## src/rtl/mode_ctrl_if.sv

```systemverilog
// Front-panel bundle between the button board and the mode controller:
// raw button levels in, mode code, blink sub-step and press strobes out.
interface mode_ctrl_if;
  logic       btn_power;
  logic       btn_mode;
  logic       btn_light;
  logic       btn_stop;
  logic [2:0] state;
  logic [2:0] state_deep;
  logic [3:0] press_pulse;

  modport master (
    output btn_power, btn_mode, btn_light, btn_stop,
    input  state, state_deep, press_pulse
  );

  modport slave (
    input  btn_power, btn_mode, btn_light, btn_stop,
    output state, state_deep, press_pulse
  );
endinterface

```

## src/rtl/mode_ctrl.sv

```systemverilog
// Operating-mode controller for the light-pen screen: button synchronise and
// debounce, press strobes, power-on lamp-test blink and the mode state machine.
module mode_ctrl #(
  parameter int DEBOUNCE_CYCLES = 1_000_000,
  parameter int BLINK_CYCLES    = 25_000_000,
  parameter int LIGHT_CYCLES    = 100_000_000
) (
  input  logic        clk,
  input  logic        rst_n,
  mode_ctrl_if.slave  bus
);

  typedef enum logic [2:0] {
    ST_RST   = 3'd0,
    ST_SLEEP = 3'd1,
    ST_LIGHT = 3'd2,
    ST_DRAW  = 3'd3,
    ST_WRITE = 3'd4,
    ST_ERASE = 3'd5,
    ST_COLOR = 3'd6,
    ST_STOP  = 3'd7
  } mode_t;

  localparam int DW = $clog2(DEBOUNCE_CYCLES) + 1;

  logic [3:0] raw;
  logic [3:0] pulse_vec;

  assign raw = {bus.btn_stop, bus.btn_light, bus.btn_mode, bus.btn_power};

  // One synchroniser + debouncer per button; bit order {stop, light, mode, power}.
  generate
    for (genvar gi = 0; gi < 4; gi++) begin : g_btn
      logic          sync1_reg;
      logic          sync2_reg;
      logic          deb_reg;
      logic          pulse_reg;
      logic [DW-1:0] cnt_reg;

      always_ff @(posedge clk or negedge rst_n) begin
        if (!rst_n) begin
          sync1_reg <= 1'b0;
          sync2_reg <= 1'b0;
          deb_reg   <= 1'b0;
          pulse_reg <= 1'b0;
          cnt_reg   <= '0;
        end else begin
          sync1_reg <= raw[gi];
          sync2_reg <= sync1_reg;
          pulse_reg <= 1'b0;
          if (sync2_reg == deb_reg) begin
            cnt_reg <= '0;
          end else if (cnt_reg == DW'(DEBOUNCE_CYCLES - 1)) begin
            deb_reg   <= ~deb_reg;
            cnt_reg   <= '0;
            pulse_reg <= ~deb_reg;
          end else begin
            cnt_reg <= cnt_reg + 1'b1;
          end
        end
      end

      assign pulse_vec[gi] = pulse_reg;
    end
  endgenerate

  mode_t       state_reg, state_next;
  mode_t       saved_reg, saved_next;
  logic [2:0]  deep_reg, deep_next;
  logic [26:0] timer_reg;
  logic        restart;
  logic        blink_done, light_done;
  logic        p_power, p_stop, p_light, p_mode;

  // Only the highest-priority strobe of a cycle is allowed to act.
  assign p_power = pulse_vec[0];
  assign p_stop  = pulse_vec[3] & ~pulse_vec[0];
  assign p_light = pulse_vec[2] & ~pulse_vec[3] & ~pulse_vec[0];
  assign p_mode  = pulse_vec[1] & ~pulse_vec[2] & ~pulse_vec[3] & ~pulse_vec[0];

  assign blink_done = (timer_reg == 27'(BLINK_CYCLES - 1));
  assign light_done = (timer_reg == 27'(LIGHT_CYCLES - 1));

  always_ff @(posedge clk or negedge rst_n) begin
    if (!rst_n) begin
      state_reg <= ST_RST;
      saved_reg <= ST_DRAW;
      deep_reg  <= 3'd0;
      timer_reg <= '0;
    end else begin
      state_reg <= state_next;
      saved_reg <= saved_next;
      deep_reg  <= deep_next;
      if (state_next != state_reg || deep_next != deep_reg || restart)
        timer_reg <= '0;
      else
        timer_reg <= timer_reg + 27'd1;
    end
  end

  always_comb begin
    state_next = state_reg;
    saved_next = saved_reg;
    deep_next  = 3'd0;
    restart    = 1'b0;
    case (state_reg)
      ST_RST: begin
        deep_next = deep_reg;
        if (blink_done) begin
          if (deep_reg >= 3'd3) begin
            state_next = ST_SLEEP;
            deep_next  = 3'd0;
          end else begin
            deep_next = deep_reg + 3'd1;
          end
        end
      end
      ST_SLEEP: begin
        if (p_power) state_next = ST_LIGHT;
      end
      ST_LIGHT: begin
        if (p_power) begin
          state_next = ST_SLEEP;
          saved_next = ST_DRAW;
        end else if (p_light) begin
          restart = 1'b1;
        end else if (p_mode || light_done) begin
          state_next = ST_DRAW;
        end
      end
      ST_DRAW, ST_WRITE, ST_ERASE, ST_COLOR: begin
        if (p_power) begin
          state_next = ST_SLEEP;
          saved_next = ST_DRAW;
        end else if (p_stop) begin
          saved_next = state_reg;
          state_next = ST_STOP;
        end else if (p_light) begin
          state_next = ST_LIGHT;
        end else if (p_mode) begin
          state_next = (state_reg == ST_COLOR) ? ST_DRAW : mode_t'(3'(state_reg) + 3'd1);
        end
      end
      ST_STOP: begin
        if (p_power) begin
          state_next = ST_SLEEP;
          saved_next = ST_DRAW;
        end else if (p_stop) begin
          state_next = saved_reg;
        end
      end
      default: state_next = ST_RST;
    endcase
  end

  assign bus.state       = 3'(state_reg);
  assign bus.state_deep  = deep_reg;
  assign bus.press_pulse = pulse_vec;

endmodule

```

## src/flat_wrapper.sv

```systemverilog
// flat-port wrapper written by rule: the top's interface ports become plain ports
module mode_ctrl_flat 
#(
  parameter int DEBOUNCE_CYCLES = 1_000_000,
  parameter int BLINK_CYCLES    = 25_000_000,
  parameter int LIGHT_CYCLES    = 100_000_000
)
  (clk, rst_n, bus_btn_power, bus_btn_mode, bus_btn_light, bus_btn_stop, bus_state, bus_state_deep, bus_press_pulse);
  mode_ctrl_if bus_i ();
  input  logic clk;
  input  logic rst_n;
  input wire logic [$bits(bus_i.btn_power)-1:0] bus_btn_power;
  input wire logic [$bits(bus_i.btn_mode)-1:0] bus_btn_mode;
  input wire logic [$bits(bus_i.btn_light)-1:0] bus_btn_light;
  input wire logic [$bits(bus_i.btn_stop)-1:0] bus_btn_stop;
  output wire logic [$bits(bus_i.state)-1:0] bus_state;
  output wire logic [$bits(bus_i.state_deep)-1:0] bus_state_deep;
  output wire logic [$bits(bus_i.press_pulse)-1:0] bus_press_pulse;
  assign bus_i.btn_power = bus_btn_power;
  assign bus_i.btn_mode = bus_btn_mode;
  assign bus_i.btn_light = bus_btn_light;
  assign bus_i.btn_stop = bus_btn_stop;
  assign bus_state = bus_i.state;
  assign bus_state_deep = bus_i.state_deep;
  assign bus_press_pulse = bus_i.press_pulse;
  mode_ctrl #(.DEBOUNCE_CYCLES(DEBOUNCE_CYCLES), .BLINK_CYCLES(BLINK_CYCLES), .LIGHT_CYCLES(LIGHT_CYCLES)) u_core (.clk(clk), .rst_n(rst_n), .bus(bus_i));
endmodule
```

## config.mk

```make
export PLATFORM = sky130hd
export DESIGN_NAME = mode_ctrl_flat
export DESIGN_NICKNAME = d
export VERILOG_FILES = /design/src/rtl/mode_ctrl_if.sv /design/src/rtl/mode_ctrl.sv /design/src/flat_wrapper.sv
export SDC_FILE = /design/constraint.sdc
export NUM_CORES = 1
export LEC_CHECK = 0
export BUFFER_PORTS_ARGS = -buffer_cell sky130_fd_sc_hd__buf_4
export CELL_PAD_IN_SITES_DETAIL_PLACEMENT = 1
export CELL_PAD_IN_SITES_GLOBAL_PLACEMENT = 1
export CORE_ASPECT_RATIO = 0.5
export CORE_MARGIN = 2
export CORE_UTILIZATION = 40
export DETAILED_ROUTE_END_ITERATION = 16
export PLACE_DENSITY = 0.66
export REMOVE_ABC_BUFFERS = 1
export SETUP_SLACK_MARGIN = 0.3
export SLEW_MARGIN = 20
export SYNTH_ARGS = -nofsm -noshare
export SYNTH_HDL_FRONTEND = slang
export SYNTH_SLANG_ARGS = --single-unit
```

## constraint.sdc

```tcl
create_clock -name clk -period 2.74 [get_ports clk]
set_clock_uncertainty 0.2 [all_clocks]
set_input_delay 0.137 -clock clk [delete_from_list [all_inputs] [get_ports clk]]
set_output_delay 0.137 -clock clk [all_outputs]
set_load 0.02 [all_outputs]
```

=== After elaboration in Yosys (flattened, before gate mapping) ===
Index checks and enable logic that the tools add are counted.

* Input bits: 6
* Register bits: 136
* Word-level logic and storage cells: 123
* Output and inout bits: 10

* Bitwise logic cells: 17
* $add $sub $neg: 7
* Order comparisons: 1
* Reductions and logical operators: 12
* Mux-type cells: 41
* Equality and inequality tests: 21

{| class="wikitable"
|+ Operators by type and width
! kind !! count
|-
| $mux W21 || 8
|-
| $add A21 B1 Y21 const B || 4
|-
| $eq A21 B20 Y1 const B || 4
|-
| $mux W3 || 19
|-
| $add A27 B1 Y27 const B || 1
|-
| $eq A27 B25 Y1 const B || 1
|-
| $eq A27 B27 Y1 const B || 1
|-
| $mux W27 || 1
|-
| $pmux W3 S5 || 1
|-
| $eq A3 B3 Y1 const B || 4
|-
| $mux W1 || 11
|-
| $not A1 Y1 || 11
|-
| $reduce_and A2 Y1 || 4
|-
| $add A3 B1 Y3 const B || 2
|-
| $and A1 B1 Y1 || 6
|-
| $eq A3 B2 Y1 const B || 2
|-
| $ne A3 B3 Y1 || 2
|-
| $pmux W3 S2 || 1
|-
| $eq A1 B1 Y1 || 4
|-
| $reduce_or A4 Y1 || 1
|-
| $eq A3 B1 Y1 const B || 1
|-
| $ge A3 B2 Y1 const B || 1
|-
| $logic_not A3 Y1 || 1
|-
| $logic_or A1 B1 Y1 || 3
|-
| other kinds (5) || 5
|}

=== Longest topological paths before layout ===
Gate-level depths: netlist of run 1.

* Depth after elaboration: 13
* Depth in mapped cells: 12
* Mapped depth without buffers: 9

=== Least setup slack after synthesis of run 1 ===
No wires, ideal clock.

* Path kind: flip-flop to flip-flop
* From: reg u_core.state_reg[0], in the netlist u_core.bus.state[0]
* To: reg u_core.timer_reg[11]
* Library setup time: 0.071 ns
* Clock period less this slack: 2.939 ns
* Setup slack: -0.199 ns
* Data required time: 2.469 ns
* Cell stages (with the launch flop): 12
* Buffers on the path: 2
* Arrival: 2.667 ns
* Cells stage by stage: dfrtp_1 > clkbuf_1 > inv_1 > ha_1 > a21oi_1 > mux2i_1 > or3_1 > a31oi_1 > mux2i_1 > o2111ai_4 > buf_6 > nor2_1

* Word-level cells in the longest chain between the ends: 11
* Elaborated cells between the ends (all ways): 31
* Those cells by class: add/sub: 1; eq/ne: 9; mux: 17; reduce/logical: 4

{| class="wikitable"
|+ RTL lines
! item !! line !! RTL
|-
| start: declaration || mode_ctrl.sv:67 || <nowiki>mode_t state_reg, state_next;</nowiki>
|-
| start signal: assignment || mode_ctrl.sv:91 || <nowiki>state_reg <= state_next;</nowiki>
|-
| $add A3 B1 Y3 or $eq A3 B3 Y1 (tied branches) || mode_ctrl.sv:141, mode_ctrl.sv:106 ||
|-
| $mux W3 || mode_ctrl.sv:141 || <nowiki>state_next = (state_reg == ST_COLOR) ? ST_DRAW : mode_t'(3'(state_reg) + 3'd1);</nowiki>
|-
| $mux W3 || mode_ctrl.sv:140 || <nowiki>end else if (p_mode) begin</nowiki>
|-
| $mux W3 || mode_ctrl.sv:138 || <nowiki>end else if (p_light) begin</nowiki>
|-
| $mux W3 || mode_ctrl.sv:135 || <nowiki>end else if (p_stop) begin</nowiki>
|-
| $mux W3 || mode_ctrl.sv:132 || <nowiki>if (p_power) begin</nowiki>
|-
| $pmux W3 S5 || mode_ctrl.sv:106 || <nowiki>case (state_reg)</nowiki>
|-
| $ne A3 B3 Y1 || mode_ctrl.sv:94 || <nowiki>if (state_next != state_reg || deep_next != deep_reg || restart)</nowiki>
|-
| $logic_or A1 B1 Y1 || mode_ctrl.sv:94 ||
|-
| $logic_or A1 B1 Y1 (*) || mode_ctrl.sv:94 ||
|-
| $mux W27 (*) || mode_ctrl.sv:94 ||
|-
| end signal: assignment || mode_ctrl.sv:97 || <nowiki>timer_reg <= timer_reg + 27'd1;</nowiki>
|-
| end: declaration || mode_ctrl.sv:70 || <nowiki>logic [26:0] timer_reg;</nowiki>
|}

Every way passes the cells marked *; elsewhere a longest branch is shown, timed or not.
A chain may end at the register's enable or synchronous reset.

=== Final worst setup path of run 1 ===
* From: reg u_core.g_btn[0].pulse_reg
* To: reg u_core.timer_reg[23]

* Word-level cells in the longest chain between the ends: 11
* Elaborated cells between the ends (all ways): 23
* Those cells by class: eq/ne: 1; mux: 15; bitwise: 4; reduce/logical: 3

{| class="wikitable"
|+ RTL lines
! item !! line !! RTL
|-
| start: declaration || mode_ctrl.sv:37 || <nowiki>logic pulse_reg;</nowiki>
|-
| start signal: assignment || mode_ctrl.sv:56 || <nowiki>pulse_reg <= ~deb_reg;</nowiki>
|-
| $not A1 Y1 || mode_ctrl.sv:77, mode_ctrl.sv:78, mode_ctrl.sv:79 ||
|-
| $and A1 B1 Y1 || mode_ctrl.sv:79 || <nowiki>assign p_mode = pulse_vec[1] & ~pulse_vec[2] & ~pulse_vec[3] & ~pulse_vec[0];</nowiki>
|-
| $mux W3 or $logic_or A1 B1 Y1 (tied branches) || mode_ctrl.sv:140, mode_ctrl.sv:127 ||
|-
| $mux W3, on equally long branches || mode_ctrl.sv:138, mode_ctrl.sv:127 ||
|-
| $mux W3, on equally long branches || mode_ctrl.sv:135, mode_ctrl.sv:125 ||
|-
| $mux W3, on equally long branches || mode_ctrl.sv:132, mode_ctrl.sv:122 ||
|-
| $pmux W3 S5 || mode_ctrl.sv:106 ||
|-
| $ne A3 B3 Y1 || mode_ctrl.sv:94 ||
|-
| $logic_or A1 B1 Y1 || mode_ctrl.sv:94 ||
|-
| $logic_or A1 B1 Y1 (*) || mode_ctrl.sv:94 ||
|-
| $mux W27 (*) || mode_ctrl.sv:94 ||
|}

Marks and branches as above.

==> run summary, run 1 <==
Netlist cell types = 48
DIE AREA = 0.0180 sq mm
Initial Util = 41.1%
Ys async rst share = 100%
H-tree depth = 4
Overall die height = 95.9 microns
Clock root buffer = clkbuf_16
Number of synthesized flops with an enable pin = 0
Fraction of layout cells with a size suffix above 1 = 21.5%
Final GP Congestion = 0.746
Syn Std Cell Area = 0.00676 sq mm
Commonest non-fill, non-tap cells in the layout = 131 x dfrtp_1, 122 x nor2_1, 58 x xor2_1, 53 x buf_4, 46 x nand2_1
Pwr Density = 532 mW/mm^2
Largest net degree at the start of global routing = 63
Slack of the critical path = -0.0885 ns
Grt ovf = 0
Max cap viols = 0
Width of the die = 188 microns
WL per Instance = 16.1 microns
Final Hold Viols = 0
CP Cell Sequence = buf_4 -> buf_4 -> or3b_2 -> nand3_1 -> o31a_1 -> nand2_1 -> o21ai_0 -> o2111ai_4 -> buf_6 -> clkbuf_16 -> nor2_4
Nets@finish = 781
Finish-stage setup viols = 27
Slew @ Worst Pin = 0.618 ns
Min-delay worst type = input pin to async pin
CTS tree = yes
Ys Warns = 0
Number of DRC markers in iteration 0 = 233
Final worst path period need = 2.83 ns
Cells after DPL = 948
Mean post-synth cell area = 9.74 sq um
Cell area after layout = 0.00851 sq mm
Max Fclk = 354 MHz
TritonCTS Buffers = 17
Final Non-Filler Cells = 1,002
Post-route ant nets = 0
Post-DP Area = 0.00731 sq mm
Seq cells post-synth = 136
Max-slew violation total from the final report = 0
Clock Sinks = 136
Failing checks = setup timing
Run status = finished with violations
Worst setup EP type = flip-flop
Initial antenna violation count = 0
Sequential share of the synthesized area = 50.4%
Core Rows = 33
Peak VDD IR = 443 uV
Max FFs per register = 84
Slew HR = 58.6%
Vias in the first global route = 5,537
Antenna Diode Count = 0
Most common flop cell mapped by yosys = dfrtp_1
Reg clk slew, reported paths = 0.06 ns
Critical Path Source Type = flip-flop
Critical Path Most Common Cell = buf_4
Clk_lat worst skew = 0.42 ns
GRT Total Usage = 18.9%
Post-synthesis to final-layout area growth = 25.9%
Total power = 4520 uW
PortBufs = 15
Drc violations = 0
Final Cycle Share = 103%
Pre-Repair DR Iteration Count = 4
I/O pin count = 16
CP max FO = 13
Most common cell after layout, fill and taps aside = dfrtp_1
Worst Setup Path Type = flip-flop to flip-flop
CP Data Arrival Time = 2.99 ns
Worst EP required = 2.90 ns
Vias per inst = 5.20
Clock buffer depth = 2
First-pass GRT wire length = 27,000 microns
Worst path slowest cell = or3b_2
Mapped Cells = 694
Post-DP HPWL = 10,000 microns
Routed wire length = 16,100 microns
Via Count = 5,213
Slowest Stage Delay on Critical Path = 0.54 ns
CORE AREA = 0.0164 sq mm
Reported leakage power = 0.00369 uW
RSZ-0062 raised after global routing = yes
through the flow:
| step | util [%] | worst slack (ns) | hold WS (ns) | TNS, ns |
|---|---|---|---|---|
| 3_3_place_gp | 44.5 | -0.0750 | -0.0393 | -1.93 |
| 3_5_place_dp | 44.5 | -0.150 | -0.0366 | -3.45 |
| 5_1_grt | 51.8 | -0.159 | 0.114 | -3.43 |
| 4_1_cts | 50.1 | 0.0106 | 0.0758 | 0 |
| 6_report | 51.8 | -0.0885 | 0.0623 | -1.35 |
| 2_1_floorplan | - | -0.302 | -0.359 | -8.13 |
layout make-up:
type                       instances  area, sq um
clock inverter                    14          174
clock buffer                      17          425
tap                              227          284
timing repair buffer              70          647
multi-input combinational        525         3510
sequential                       136         3410
inverter                          13         51.3
fill                            1863         7930
layer usage:
layer / global-route usage [%] / wire length [microns] / part of all wire [%]
met5: 0 / 0 / 0
met4: 7.81 / 306 / 1.9
met2: 32.9 / 7860 / 49
met3: 3.83 / 333 / 2.1
met1: 23.6 / 7600 / 47
worst max-delay path: cells and delay by family (launching register included):
family / cells / cell delay, ns
flip-flops: 1 / 0.39
buffers and inverters: 4 / 0.69
AO/OA/AOI/OAI: 3 / 0.65
AND/OR/NAND/NOR: 4 / 0.83
synth_stat cells, drive strengths merged, types with 6 or more instances:
library cell,instances,area share (%)
inv,13,0.72
and4,7,0.91
nand3,39,2.9
nor2b,6,0.56
xor2,58,7.5
nor4b,6,0.78
nand2,46,2.6
buf,7,0.94
a21oi,16,1.2
nor3,11,0.81
nand4,26,2.4
or3,6,0.56
and3,28,2.6
ha,12,2.2
nor4,9,1.1
dfrtp,134,50
xnor2,42,5.4
nor2,148,8.2
o21ai,16,1.2
clkbuf,13,0.72
power by group:
part / leakage (uW) / internal [uW] / switching (uW) / total [uW]
sequential: 0.00185 / 2030 / 19.1 / 2050
clock: 0.000282 / 1430 / 936 / 2370
combinational: 0.00156 / 33.8 / 72.4 / 106
total: 0.00369 / 3500 / 1030 / 4520
cells by family (layout without fill, tap and decap cells):
| group | Yosys count | in the layout | share of synthesized area (%) |
|---|---|---|---|
| and+or+nand+nor | 350 | 350 | 25.3 |
| xor gates and xnor gates | 100 | 100 | 13.0 |
| muxes | 10 | 10 | 1.57 |
| DFF | 136 | 136 | 50.4 |
| buffers and inverters | 33 | 114 | 2.39 |
| AOI/OAI and AO/OA | 53 | 53 | 5.11 |
| adders and majority gates | 12 | 12 | 2.22 |
final timing paths:
| check | slack, ns | depth (start not counted) | end | from |
|---|---|---|---|---|
| setup / recovery | -0.09 | 11 | u_core.timer_reg[23] | u_core.g_btn[0].pulse_reg |
| hold / removal | 0.06 | 2 | u_core.g_btn[0].cnt_reg[10] | rst_n |
| setup reg to reg | -0.09 | 11 | u_core.timer_reg[23] | u_core.g_btn[0].pulse_reg |
| hold reg to reg | 0.15 | 0 | u_core.g_btn[0].sync2_reg | u_core.g_btn[0].sync1_reg |
| max in group asynchronous | 1.50 | 3 | u_core.g_btn[3].sync2_reg | rst_n |
| min in group clk | 0.15 | 0 | u_core.g_btn[0].sync2_reg | u_core.g_btn[0].sync1_reg |
what timing repair did:
action	CTS	global route
hold buffers	5	0
pin swaps	17	11
hold endpoints to repair	98	0
setup endpoints to repair	28	73
gates resized for setup	46	53
cloned	2	1
buffers inserted	12	3
Note: power is estimated with default switching activity, not from simulation.
==> run 2: changes to the inputs <==
Settings changed: CORE_UTILIZATION 40 to 45, PLACE_DENSITY 0.66 to 0.73.
==> run 2 against run 1 <==
Compared with the run above: the run still ends with setup timing left; sequential power about the same; non-clock buffer count down 3; wire length up 3.5%; global-route usage up 2.4 points; sequential share of layout area down 0.065 points; final area up 0.16%; via count up 1.9%; clock-buffer cell count up 2; fmax down 1.6%; critical path depth down 2; hold slack better by 0.014 ns; setup slack worse by 0.045 ns; critical path type unchanged; largest power group unchanged.
==> run summary, run 2 (same netlist as run 1, synthesis figures left out) <==
Run status = finished with violations
Failing checks = setup timing
GRT Total Usage = 21.3%
Slack of the critical path = -0.134 ns
Post-route setup TNS = -2.78 ns
Most common cell after layout, fill and taps aside = dfrtp_1
Cell area after layout = 0.00852 sq mm
Final Hold Viols = 0
Slowest Stage Delay on Critical Path = 0.55 ns
Number of DRC markers in iteration 0 = 248
Psw = 1030 uW
Pre-Repair DR Iteration Count = 4
Final Non-Filler Cells = 971
Nets@finish = 778
Worst path slowest cell = or4b_4
Worst Setup Path Type = flip-flop to flip-flop
CORE AREA = 0.0146 sq mm
Vias in the first global route = 5,510
DIE AREA = 0.0161 sq mm
CTS tree = yes
Post-DP Area = 0.00726 sq mm
Peak VDD IR = 447 uV
Critical Path Source Type = flip-flop
Routed wire length = 16,700 microns
I/O pin count = 16
TritonCTS Buffers = 17
Sequential fraction of design power = 44.2%
Clk network pwr share = 53.6%
Clock root buffer = clkbuf_16
Fraction of layout cells with a size suffix above 1 = 21.0%
Clk_lat worst skew = 0.42 ns
CP max FO = 6
Antenna Diode Count = 0
Via Count = 5,311
Max-slew violation total from the final report = 0
Vias per inst = 5.47
R2R Setup Slk = -0.13 ns
Post-route ant nets = 0
CP delay by family, top = simple AND/OR/NAND/NOR gates
Fillers = 1,616
Multi-input gate area = 0.00355 sq mm
FF+latch area = 0.00341 sq mm
Max Fclk = 348 MHz
Drc violations = 0
H-tree depth = 4
Initial antenna violation count = 0
RSZ-0062 raised after global routing = yes
Commonest non-fill, non-tap cells in the layout = 131 x dfrtp_1, 123 x nor2_1, 58 x xor2_1, 51 x buf_4, 46 x nand2_1
Cells after DPL = 917
Worst Path Buf+Inv = 2
Reported leakage power = 0.00370 uW
Final Cycle Share = 105%
PortBufs = 15
Finish-stage setup viols = 28
Max FFs per register = 84
Max cap viols = 0
Min-delay worst type = input pin to async pin
Grt ovf = 0
Slew @ Worst Pin = 0.638 ns
Worst-case reg-to-reg path depth = 9
Initial Util = 46.3%
Clock Sinks = 136
Overall die height = 90.6 microns
Final worst path period need = 2.87 ns
Post-synthesis to final-layout area growth = 26.1%
CP Data Arrival Time = 3.03 ns
WL per Instance = 17.2 microns
Clock buffer depth = 2
Reg clk slew, reported paths = 0.06 ns
Final GP Congestion = 0.797
Switching share of power = 22.3%
Largest net degree at the start of global routing = 66
Worst EP required = 2.89 ns
Pwr Density = 544 mW/mm^2
Reg-to-reg endpoint = u_core.timer_reg[26]
Width of the die = 177 microns
Slew HR = 57.3%
Worst r2r src = u_core.g_btn[0].pulse_reg
Core Rows = 31
Logic pwr share = 2.3%
Post-DP HPWL = 10,000 microns
Worst setup EP type = flip-flop
First-pass GRT wire length = 27,200 microns
Pint = 3600 uW
CP Cell Sequence = or4b_4 -> mux2i_1 -> or3_1 -> a31oi_4 -> mux2i_4 -> o2111ai_4 -> buf_12 -> clkbuf_16 -> nor2_4
[run 2: area by class of cell]
class	count	area share [%]
clock buffer	19	5.08
clock inverter	13	2.29
inverter	13	0.602
multi-input combinational	525	41.7
sequential	136	40.0
tap	198	2.91
timing repair buffer	67	7.39
[run 2: per-stage QoR]
stage	hold WS (ns)	worst slack [ns]	power, uW	utilization, %
2_1_floorplan	-0.359	-0.302	2110	-
3_3_place_gp	-0.0243	-0.0867	2180	49.8
3_5_place_dp	-0.0101	-0.144	2190	49.8
4_1_cts	0.105	0.00847	4680	55.9
5_1_grt	0.140	-0.245	4780	58.4
6_report	0.0764	-0.134	4640	58.4
[run 2: worst max path at each step]
stage	slack, ns	start	cells after the start	end
5_1_grt	-0.25	u_core.bus.state[0]	11	u_core.timer_reg[18]
3_5_place_dp	-0.14	u_core.g_btn[0].pulse_reg	8	u_core.timer_reg[8]
3_3_place_gp	-0.09	u_core.g_btn[0].pulse_reg	8	u_core.timer_reg[11]
6_report	-0.13	u_core.g_btn[0].pulse_reg	9	u_core.timer_reg[26]
4_1_cts	0.008	u_core.timer_reg[7]	9	u_core.timer_reg[17]
2_1_floorplan	-0.30	u_core.g_btn[0].pulse_reg	7	u_core.timer_reg[10]
[run 2: layer usage]
layer | track usage (%) | vias to the layer above | wire length [microns]
li1 | - | 2510 | -
met2 | 38.8 | 64 | 8650
met1 | 25.8 | 2719 | 7460
met5 | 0 | - | 0
met4 | 6.01 | 0 | 191
met3 | 4.04 | 18 | 370
[run 2: repair_timing]
action / 4_1_cts / 5_1_grt
gates resized for setup: 27 / 73
hold endpoints to repair: 67 / 0
setup buffers: 8 / 6
gates cloned: 2 / 1
pin swaps: 6 / 20
hold buffers: 5 / 0
endpoints found under the setup margin: 28 / 51
[run 2: power groups by stage]
stage	registers [uW]	logic (uW)	clock network [uW]
6_report	2050	106	2480
5_1_grt	2050	124	2610
4_1_cts	2050	112	2520
3_5_place_dp	2080	106	0
3_3_place_gp	2080	103	0
2_1_floorplan	2080	33.9	0
==> run 3: changes to the inputs <==
Settings changed: CORE_UTILIZATION 45 to 35, PLACE_DENSITY 0.73 to 0.57.
Clock period 2.74 ns to 3.35 ns, I/O delays scaled along.
==> run 3 against run 2 <==
Compared with the run above: the run now ends clean; hold slack better by 0.045 ns; clock-buffer cell count up 1; highest routed layer unchanged; final area is 7.9% lower; via count is 6.5% lower; power fell by 21%; cell count is 2.2% higher; first-iteration DRC count decreased by 27%.
==> run summary, run 3 (same netlist as run 1, synthesis figures left out) <==
Run status = finished clean
Slowest Stage Delay on Critical Path = 0.75 ns
Clock root buffer = clkbuf_16
Pre-Repair DR Iteration Count = 4
Hold Slack = 0.121 ns
CP Cell Sequence = or4b_2 -> mux2i_1 -> or3_1 -> a31oi_4 -> mux2i_2 -> o2111ai_4 -> buf_6 -> nor2_1
Max-slew violation total from the final report = 0
Reg clk slew, reported paths = 0.06 ns
FF+latch area = 0.00341 sq mm
CP delay by family, top = simple AND/OR/NAND/NOR gates
Largest net degree at the start of global routing = 72
PortBufs = 15
WL per Instance = 14.9 microns
Clock buffer depth = 2
Post-route setup TNS = 0 ns
CORE AREA = 0.0187 sq mm
Clk_lat worst skew = 0.43 ns
GRT Total Usage = 15.6%
Vias in the first global route = 5,127
Fraction of layout cells with a size suffix above 1 = 10.2%
Via Count = 4,964
Clock Sinks = 136
Reported leakage power = 0.00346 uW
Worst setup EP type = flip-flop
Post-DP HPWL = 9670 microns
Critical Path Source Type = flip-flop
Final Hold Viols = 0
Max FFs per register = 84
Peak VDD IR = 333 uV
Initial Util = 36.2%
Max Fclk = 344 MHz
Post-DP Area = 0.00716 sq mm
I/O pin count = 16
Slew HR = 51.9%
First-pass GRT wire length = 25,400 microns
Multi-input gate area = 0.00322 sq mm
Drc violations = 0
H-tree depth = 4
Final worst path period need = 2.90 ns
Worst Setup Path Type = flip-flop to flip-flop
Width of the die = 200 microns
CP max FO = 27
Final GP Congestion = 0.779
Most common cell after layout, fill and taps aside = nor2_1
Max cap viols = 0
Cell area after layout = 0.00784 sq mm
Post-route ant nets = 0
Core Rows = 35
Slew @ Worst Pin = 0.720 ns
Overall die height = 102 microns
Worst Path Buf+Inv = 1
Nets@finish = 739
Number of DRC markers in iteration 0 = 182
Min-delay worst type = input pin to async pin
RSZ-0062 raised after global routing = no
Routed wire length = 14,700 microns
CTS tree = yes
Initial antenna violation count = 0
Finish-stage setup viols = 0
Final Cycle Share = 86.7%
Worst EP required = 3.50 ns
Commonest non-fill, non-tap cells in the layout = 148 x nor2_1, 134 x dfrtp_1, 58 x xor2_1, 46 x nand2_1, 42 x xnor2_1
Pwr Density = 470 mW/mm^2
Fillers = 2,156
Worst path slowest cell = or4b_2
CP Data Arrival Time = 3.06 ns
TritonCTS Buffers = 17
Grt ovf = 0
DIE AREA = 0.0205 sq mm
Vias per inst = 5.00
Antenna Diode Count = 0
Post-synthesis to final-layout area growth = 16.1%
## run 3: cell count changes in the layout (fill, tap and decap cells not counted), sizes merged
cell / change
inv: -2
clkinv: -1
bufinv: -1
buf: -38
clkinvlp: +2
## run 3: where the power goes
part / internal (uW) / total [uW] / switching, uW
clock: 1200 / 1930 / 723
combinational: 23.1 / 80.7 / 57.6
sequential: 1660 / 1670 / 14.8
## run 3: final timing paths
check	from	end	slack [ns]	cells past startpoint
hold reg to reg	u_core.g_btn[1].sync1_reg	u_core.g_btn[1].sync2_reg	0.15	0
setup reg to reg	u_core.g_btn[0].pulse_reg	u_core.timer_reg[16]	0.45	8
hold / removal	rst_n	u_core.g_btn[0].cnt_reg[12]	0.12	2
setup / recovery	u_core.g_btn[0].pulse_reg	u_core.timer_reg[16]	0.45	8
max in group asynchronous	rst_n	u_core.bus.state[1]	2.04	3
min in group clk	u_core.g_btn[1].sync1_reg	u_core.g_btn[1].sync2_reg	0.15	0
## run 3: layout make-up
class / instances / share of cell area (%)
timing repair buffer: 28 / 3.09
multi-input combinational: 525 / 41.0
tap: 259 / 4.13
clock buffer: 20 / 5.82
clock inverter: 11 / 1.88
sequential: 136 / 43.4
inverter: 13 / 0.622
## run 3: timing repair
item | in CTS | in global routing
pin swaps | 0 | 0
hold endpoints to repair | 74 | 0
buffers inserted | 0 | 0
setup endpoints to repair | 9 | 27
hold buffers | 5 | 0
resized for setup | 2 | 6
## run 3: metrics by stage
| step | power (uW) | utilization [%] | worst slack [ns] | cells |
|---|---|---|---|---|
| 2_1_floorplan | 1730 | - | 0.308 | 674 |
| 3_3_place_gp | 1780 | 38.4 | 0.382 | 956 |
| 3_5_place_dp | 1790 | 38.4 | 0.296 | 956 |
| 4_1_cts | 3750 | 41.9 | 0.324 | 992 |
| 5_1_grt | 3840 | 42.0 | 0.274 | 992 |
| 6_report | 3680 | 42.0 | 0.446 | 992 |
## run 3: metal layers
metal / up-vias / part of all wire (%) / track usage, %
li1: 2423 / - / -
met1: 2471 / 51 / 20.4
met2: 43 / 44 / 25.0
met3: 27 / 2.6 / 4.37
met4: 0 / 1.9 / 5.98
met5: - / 0 / 0
